==> src/rtl/boid_pkg.sv <==
// boid_pkg: constants and types shared by the boid frame scheduler and the
// BPUs that compute pixel addresses.
package boid_pkg;

  localparam int VIDEO_WIDTH         = 640;
  localparam int VIDEO_HEIGHT        = 480;
  localparam int PIXEL_COUNT         = VIDEO_WIDTH * VIDEO_HEIGHT;
  localparam int PIXEL_ADDRESS_WIDTH = 19;
  localparam int MAX_BOIDS           = 4;

  typedef enum logic [2:0] {
    IDLE,
    CLEAR,
    FETCH,
    WRITE,
    DONE
  } sched_state_t;

endpackage

==> src/rtl/pixel_addr_calc.sv <==
// pixel_addr_calc: combinational (x, y) -> linear pixel address for a
// 640-pixel line, built from shifts and adds: y*640 = (y<<9) + (y<<7).
// Also reports whether (x, y) lies inside the visible frame.
// Ports:
//   x         in  10  pixel column
//   y         in   9  pixel row
//   addr      out ADDR_W  linear address, truncated to ADDR_W bits
//   in_bounds out  1  x < X_LIMIT and y < Y_LIMIT
module pixel_addr_calc
  import boid_pkg::*;
#(
  parameter int ADDR_W  = PIXEL_ADDRESS_WIDTH,
  parameter int X_LIMIT = VIDEO_WIDTH,
  parameter int Y_LIMIT = VIDEO_HEIGHT
) (
  input  logic [9:0]        x,
  input  logic [8:0]        y,
  output logic [ADDR_W-1:0] addr,
  output logic              in_bounds
);

  localparam logic [10:0] X_LIM = 11'(X_LIMIT);
  localparam logic [9:0]  Y_LIM = 10'(Y_LIMIT);

  // 20 bits holds the worst case 511*640 + 1023 without overflow.
  logic [19:0] sum;

  assign sum       = {2'b00, y, 9'b0} + {4'b0000, y, 7'b0} + {10'b0, x};
  assign addr      = ADDR_W'(sum);
  assign in_bounds = ({1'b0, x} < X_LIM) && ({1'b0, y} < Y_LIM);

endmodule

==> src/rtl/boid_frame_scheduler.sv <==
// boid_frame_scheduler: on each end-of-screen strobe, clears the display
// RAM, then scans every BPU and writes one pixel per boid.
// Optional build macro: BOID_SCHED_BOUNDS_CHECK_EN (suppresses writes for
// off-screen boids and counts them on skip_count).
// Ports:
//   clock, reset     system clock, synchronous active-high reset
//   screen_end       end-of-frame strobe from the VGA controller
//   boid_sel         BPU index driving the x/y mux
//   boid_x, boid_y   coordinates of the selected boid
//   disp_clear       one-cycle display RAM clear
//   disp_we          display RAM write enable (data implicitly 1)
//   disp_addr        display RAM write address
//   busy             frame rebuild in progress
//   frame_done       one-cycle pulse after the last write
//   overrun          sticky: a frame strobe was dropped
//   skip_count       (macro only) saturating count of skipped boids
module boid_frame_scheduler
  import boid_pkg::*;
#(
  parameter int MAX_BOIDS           = boid_pkg::MAX_BOIDS,
  parameter int BITS_FOR_BOIDS      = $clog2(MAX_BOIDS),
  parameter int VIDEO_WIDTH         = boid_pkg::VIDEO_WIDTH,
  parameter int VIDEO_HEIGHT        = boid_pkg::VIDEO_HEIGHT,
  parameter int PIXEL_ADDRESS_WIDTH = boid_pkg::PIXEL_ADDRESS_WIDTH
) (
  input  logic                           clock,
  input  logic                           reset,
  input  logic                           screen_end,
  output logic [BITS_FOR_BOIDS-1:0]      boid_sel,
  input  logic [9:0]                     boid_x,
  input  logic [8:0]                     boid_y,
  output logic                           disp_clear,
  output logic                           disp_we,
  output logic [PIXEL_ADDRESS_WIDTH-1:0] disp_addr,
  output logic                           busy,
  output logic                           frame_done,
  output logic                           overrun
`ifdef BOID_SCHED_BOUNDS_CHECK_EN
  ,
  output logic [7:0]                     skip_count
`endif
);

`ifdef BOID_SCHED_BOUNDS_CHECK_EN
  localparam bit BOUNDS_EN = 1'b1;
`else
  localparam bit BOUNDS_EN = 1'b0;
`endif

  localparam logic [BITS_FOR_BOIDS-1:0] LAST_SEL = BITS_FOR_BOIDS'(MAX_BOIDS - 1);

  sched_state_t                   state_q, state_d;
  logic [BITS_FOR_BOIDS-1:0]      sel_q, sel_d;
  logic [9:0]                     x_r_q, x_r_d;
  logic [8:0]                     y_r_q, y_r_d;
  logic                           pending_q, pending_d;
  logic                           overrun_q, overrun_d;
  logic                           clear_q, clear_d;
  logic                           we_q, we_d;
  logic [PIXEL_ADDRESS_WIDTH-1:0] addr_q, addr_d;
  logic                           busy_q, busy_d;
  logic                           done_q, done_d;
`ifdef BOID_SCHED_BOUNDS_CHECK_EN
  logic [7:0]                     skip_q, skip_d;
`endif

  logic [PIXEL_ADDRESS_WIDTH-1:0] calc_addr;
  logic                           calc_in_bounds;

  // Fed from the x_r/y_r next-state so the address is registered together
  // with the coordinates, landing on disp_addr in the WRITE cycle.
  pixel_addr_calc #(
    .ADDR_W  (PIXEL_ADDRESS_WIDTH),
    .X_LIMIT (VIDEO_WIDTH),
    .Y_LIMIT (VIDEO_HEIGHT)
  ) u_addr (
    .x         (x_r_d),
    .y         (y_r_d),
    .addr      (calc_addr),
    .in_bounds (calc_in_bounds)
  );

  always_comb begin
    state_d   = state_q;
    sel_d     = sel_q;
    x_r_d     = x_r_q;
    y_r_d     = y_r_q;
    pending_d = pending_q;
    overrun_d = overrun_q | (screen_end & pending_q);
    addr_d    = addr_q;
    we_d      = 1'b0;
`ifdef BOID_SCHED_BOUNDS_CHECK_EN
    skip_d    = skip_q;
`endif

    if (screen_end && (state_q != IDLE)) pending_d = 1'b1;

    case (state_q)
      IDLE: begin
        if (screen_end || pending_q) begin
          state_d   = CLEAR;
          pending_d = 1'b0;
        end
      end
      CLEAR: begin
        sel_d   = '0;
        state_d = FETCH;
`ifdef BOID_SCHED_BOUNDS_CHECK_EN
        skip_d  = 8'd0;
`endif
      end
      FETCH: begin
        x_r_d   = boid_x;
        y_r_d   = boid_y;
        addr_d  = calc_addr;
        we_d    = calc_in_bounds || !BOUNDS_EN;
        state_d = WRITE;
`ifdef BOID_SCHED_BOUNDS_CHECK_EN
        if (!calc_in_bounds && (skip_q != 8'hFF)) skip_d = skip_q + 8'd1;
`endif
      end
      WRITE: begin
        if (sel_q == LAST_SEL) begin
          state_d = DONE;
        end else begin
          sel_d   = sel_q + 1'b1;
          state_d = FETCH;
        end
      end
      DONE: begin
        sel_d   = '0;
        state_d = IDLE;
      end
      default: state_d = IDLE;
    endcase

    // Outputs are registered off the next state so they align with it.
    clear_d = (state_d == CLEAR);
    done_d  = (state_d == DONE);
    busy_d  = (state_d != IDLE);
  end

  always_ff @(posedge clock) begin
    if (reset) begin
      state_q   <= IDLE;
      sel_q     <= '0;
      x_r_q     <= '0;
      y_r_q     <= '0;
      pending_q <= 1'b0;
      overrun_q <= 1'b0;
      clear_q   <= 1'b0;
      we_q      <= 1'b0;
      addr_q    <= '0;
      busy_q    <= 1'b0;
      done_q    <= 1'b0;
`ifdef BOID_SCHED_BOUNDS_CHECK_EN
      skip_q    <= 8'd0;
`endif
    end else begin
      state_q   <= state_d;
      sel_q     <= sel_d;
      x_r_q     <= x_r_d;
      y_r_q     <= y_r_d;
      pending_q <= pending_d;
      overrun_q <= overrun_d;
      clear_q   <= clear_d;
      we_q      <= we_d;
      addr_q    <= addr_d;
      busy_q    <= busy_d;
      done_q    <= done_d;
`ifdef BOID_SCHED_BOUNDS_CHECK_EN
      skip_q    <= skip_d;
`endif
    end
  end

  assign boid_sel   = sel_q;
  assign disp_clear = clear_q;
  assign disp_we    = we_q;
  assign disp_addr  = addr_q;
  assign busy       = busy_q;
  assign frame_done = done_q;
  assign overrun    = overrun_q;
`ifdef BOID_SCHED_BOUNDS_CHECK_EN
  assign skip_count = skip_q;
`endif

endmodule

==> config.mk <==
export PLATFORM = sky130hd
export DESIGN_NAME = boid_frame_scheduler
export DESIGN_NICKNAME = d
export VERILOG_FILES = /design/src/rtl/boid_pkg.sv /design/src/rtl/pixel_addr_calc.sv /design/src/rtl/boid_frame_scheduler.sv
export SDC_FILE = /design/constraint.sdc
export NUM_CORES = 1
export LEC_CHECK = 0
export BUFFER_PORTS_ARGS = -buffer_cell sky130_fd_sc_hd__clkbuf_2
export CAP_MARGIN = 15
export CORE_UTILIZATION = 53
export CTS_CLUSTER_DIAMETER = 80
export CTS_CLUSTER_SIZE = 25
export DETAILED_ROUTE_END_ITERATION = 10
export PLACE_DENSITY = 0.83
export RECOVER_POWER = 100
export SLEW_MARGIN = 20
export SYNTH_ARGS = -nofsm -noshare
export SYNTH_HDL_FRONTEND = slang
export SYNTH_SLANG_ARGS = --single-unit
==> constraint.sdc <==
create_clock -name clock -period 4.15 [get_ports clock]
set_clock_uncertainty 0.1 [all_clocks]
set_input_delay 1.245 -clock clock [delete_from_list [all_inputs] [get_ports clock]]
set_output_delay 1.245 -clock clock [all_outputs]
set_load 0.02 [all_outputs]
==> out/qor.csv <==
stage,metric,value,unit
status,status,"finished, violations left",
setup_path,critical path required time,4.24,ns
floorplanning,Die Wd,64.3,um
synth,Synth Cell Area,0.00206,mm2
global_routing,largest net degree at the start of global routing,43,
clock_tree,CTS buffer count,5,
placed_design,PortBufs,47,
routing,Final ANT Viol Nets,0,
placed_design,DPL Wire Length,3080,um
setup_path,crit path capture type,flop,
global_routing,Tot GR Track Use,0.224,
pwr,Worst VDD drop,0.248,mV
clock_tree,Setup Buffers After CTS,0,
global_routing,vias in the first global route,1637,
floorplanning,I/O pin count,48,
synth,xor/xnor share of the synthesized area,0.0213,
synth,Most used DFF post-synth,dfxtp_1,
setup_path,CP arrival,3.82,ns
synth,Mapped Cells,239,
synth,Post-synth EDFFs,0,
timing,RSZ-0062 raised after global routing,false,
pwr,Power Total,953,uW
clock_tree,Longest Clk Path Bufs,2,
floorplanning,DIE AREA,0.00414,mm2
timing,Slew Limit Fails,43,
timing,final hold vios,0,
clock_tree,Skew-Pair Late Insertion Delay,0.30,ns
cells_and_area,synth-to-layout area growth,16.9,%
synth,Compound-Gate Fraction of Synth Area,0.168,
timing,headroom to the max-slew limit,-0.162,
floorplanning,Die Ht,64.3,um
pwr,leakage power,1.09,nW
routing,DR iter-0 viols,70,
synth,main combinational cell family by area after synthesis,simple AND/OR/NAND/NOR gates,
routing,drt total wl,4150,um
setup_path,startpoint types,flop,
setup_path,CP cell instances,or3b_1 > mux2i_1 > xor2_1 > ha_1 > fa_1 > a21oi_2 > o21ai_1 > a2111o_1 > a21bo_1 > a311oi_2,
synth,sequential fraction of the synthesis area,0.408,
routing,via count,1773,
clock_tree,cts hold-fix bufs,0,
synth,post-synthesis simple-gate area fraction,0.215,
synth,Unique masters post-synth,42,
clock_tree,CTS tree,done,
floorplanning,Initial Util,0.558,
run,Maximum Capacitance Violations,1,
hold_path,Min-Delay Path Depth,2,
synth,mux cell area share after synthesis,0.0322,
global_routing,gr ovfl total,0,
global_routing,first-pass GRT wire length,7020,um
clock_tree,Clock Pin Slew Worst Setup and Hold Paths,0.08,ns
clock_tree,Sink Count,42,
synth,Yosys reg bits,42,
setup_path,critical path class,flop to flop,
setup_path,R2R depth,10,
hold_path,worst min-delay path category,flop to flop,
cells_and_area,NumNets Final,327,
timing,fin crit period,3.73,ns
synth,syn_nets,280,
placed_design,gpl congestion,0.841,
synth,syn avg cell area,8.62,um2
timing,final setup vio count,0,
synth,adder-cell share of the synthesized area,0.119,
timing,Max Freq,268,MHz
routing,Routed wire per std cell,12.4,um
timing,Setup TNS,0,ns
routing,Initial DRT Pass Iterations,4,
pwr,Pwr Density,396,mW/mm2
setup_path,Crit Path Max Fanout,12,
timing,Worst Tran Pin Value,1.74,ns
setup_path,R2R setup slack,0.42,ns
floorplanning,Rows,22,
cells_and_area,layout cells sized above 1,0.143,
setup_path,slowest cell on the critical path,or3b_1,
floorplanning,Core Region,0.00369,mm2
status,failing checks,"capacitance limit, slew limit",
routing,Via-to-Cell Ratio,5.29,
clock_tree,number of H-tree levels,2,
cells_and_area,number of inserted diodes,0,
routing,Residual DRC,0,
clock_tree,CTS resizes,0,
timing,final period utilization,0.899,
clock_tree,clock root cell,clkbuf_8,
synth,synthesis warning total,0,
synth,ys async rst share,0,
global_routing,initial antenna violation count,0,
setup_path,Crit path largest cell delay,0.62,ns
## flip-flops by register name, summed over array words and instances (netlist names)
signal,cells
busy,1
frame_done,1
disp_clear,1
disp_addr,19
x_r_q,3
overrun,1
disp_we,1
boid_sel,2
pending_q,1
y_r_q,9
state_q,3
## layout by cell type, fill, tap and decap left out, drive strengths merged, types with 3 or more instances in the layout
master	Yosys	final
nand2	56	56
clkbuf	8	52
dfxtp	42	42
a21oi	32	32
ha	18	18
nor2	12	12
buf	6	7
o21ai	7	7
nand3	6	6
nor3b	6	6
nor3	4	4
inv	3	3
xor2	3	3
and3	3	3
nand3b	3	3
mux2i	3	3
## critical path, delay by kind of cell, from the launching register on
kind,cells,cell delay [ns]
DFF,1,0.32
AOI/OAI and AO/OA,5,1.22
and+or+nand+nor,1,0.62
xor gates and xnor gates,1,0.18
muxes,1,0.41
adders and majority gates,2,0.77
## Yosys cell counts (3+ instances only)
cell / n / area [um2]
xor2_1: 3 / 26.3
nand3b_1: 3 / 22.5
ha_1: 18 / 225
clkbuf_1: 8 / 30.0
nor3b_1: 5 / 37.5
a21oi_1: 30 / 150
nand3_1: 6 / 30.0
nor2_1: 12 / 45.0
dfxtp_1: 42 / 841
inv_1: 3 / 11.3
buf_2: 3 / 15.0
o21ai_0: 6 / 30.0
nor3_1: 4 / 20.0
nand2_1: 56 / 210
and3_1: 3 / 18.8
## where the power goes
part / internal [mW] / leakage, nW / switching (mW)
registers: 0.427 / 0.342 / 0.0100
logic: 0.0764 / 0.687 / 0.121
clock network: 0.177 / 0.0579 / 0.141
## per-stage QoR
step | worst slack [ns] | util | hold WS (ns) | cells | area (um2)
5_1_grt | 0.175 | 0.653 | 0.379 | 335 | 2410
6_report | 0.419 | 0.653 | 0.353 | 335 | 2410
2_1_floorplan | 0.508 | - | 0.344 | 239 | 2060
4_1_cts | 0.421 | 0.667 | 0.357 | 335 | 2460
3_5_place_dp | 0.265 | 0.637 | 0.346 | 327 | 2350
3_3_place_gp | 0.332 | 0.637 | 0.342 | 327 | 2350
## path summary, 6_finish.rpt
check	from	end
setup / recovery	state_q[0]	disp_addr[16]
hold / removal	disp_addr[13]	disp_addr[13]
setup reg to reg	state_q[0]	disp_addr[16]
hold reg to reg	disp_addr[13]	disp_addr[13]
## layout make-up
cell class | count | area (um2)
flip-flops and latches | 42 | 841
fillers | 340 | 1280
inverters | 3 | 11.3
well taps | 48 | 60.1
clock inverters | 3 | 40.0
multi-input cells | 180 | 1130
clock buffers | 5 | 68.8
repair buffers | 54 | 254
## cell families (layout without fill, tap and decap cells)
| logic type | after synthesis | in the layout |
|---|---|---|
| and+or+nand+nor | 97 | 97 |
| AOI/OAI and AO/OA | 55 | 55 |
| DFF | 42 | 42 |
| adders and majority gates | 19 | 19 |
| buffers and inverters | 17 | 65 |
| xor gates and xnor gates | 5 | 5 |
| muxes | 4 | 4 |
## metal layers
metal | track usage | vias up | part of all wire
li1 | - | 924 | -
met5 | 0 | - | 0
met2 | 0.383 | 34 | 0.48
met3 | 0.0661 | 7 | 0.039
met4 | 0.125 | 0 | 0.020
met1 | 0.246 | 808 | 0.46
Power figures use the tool's default switching activity.
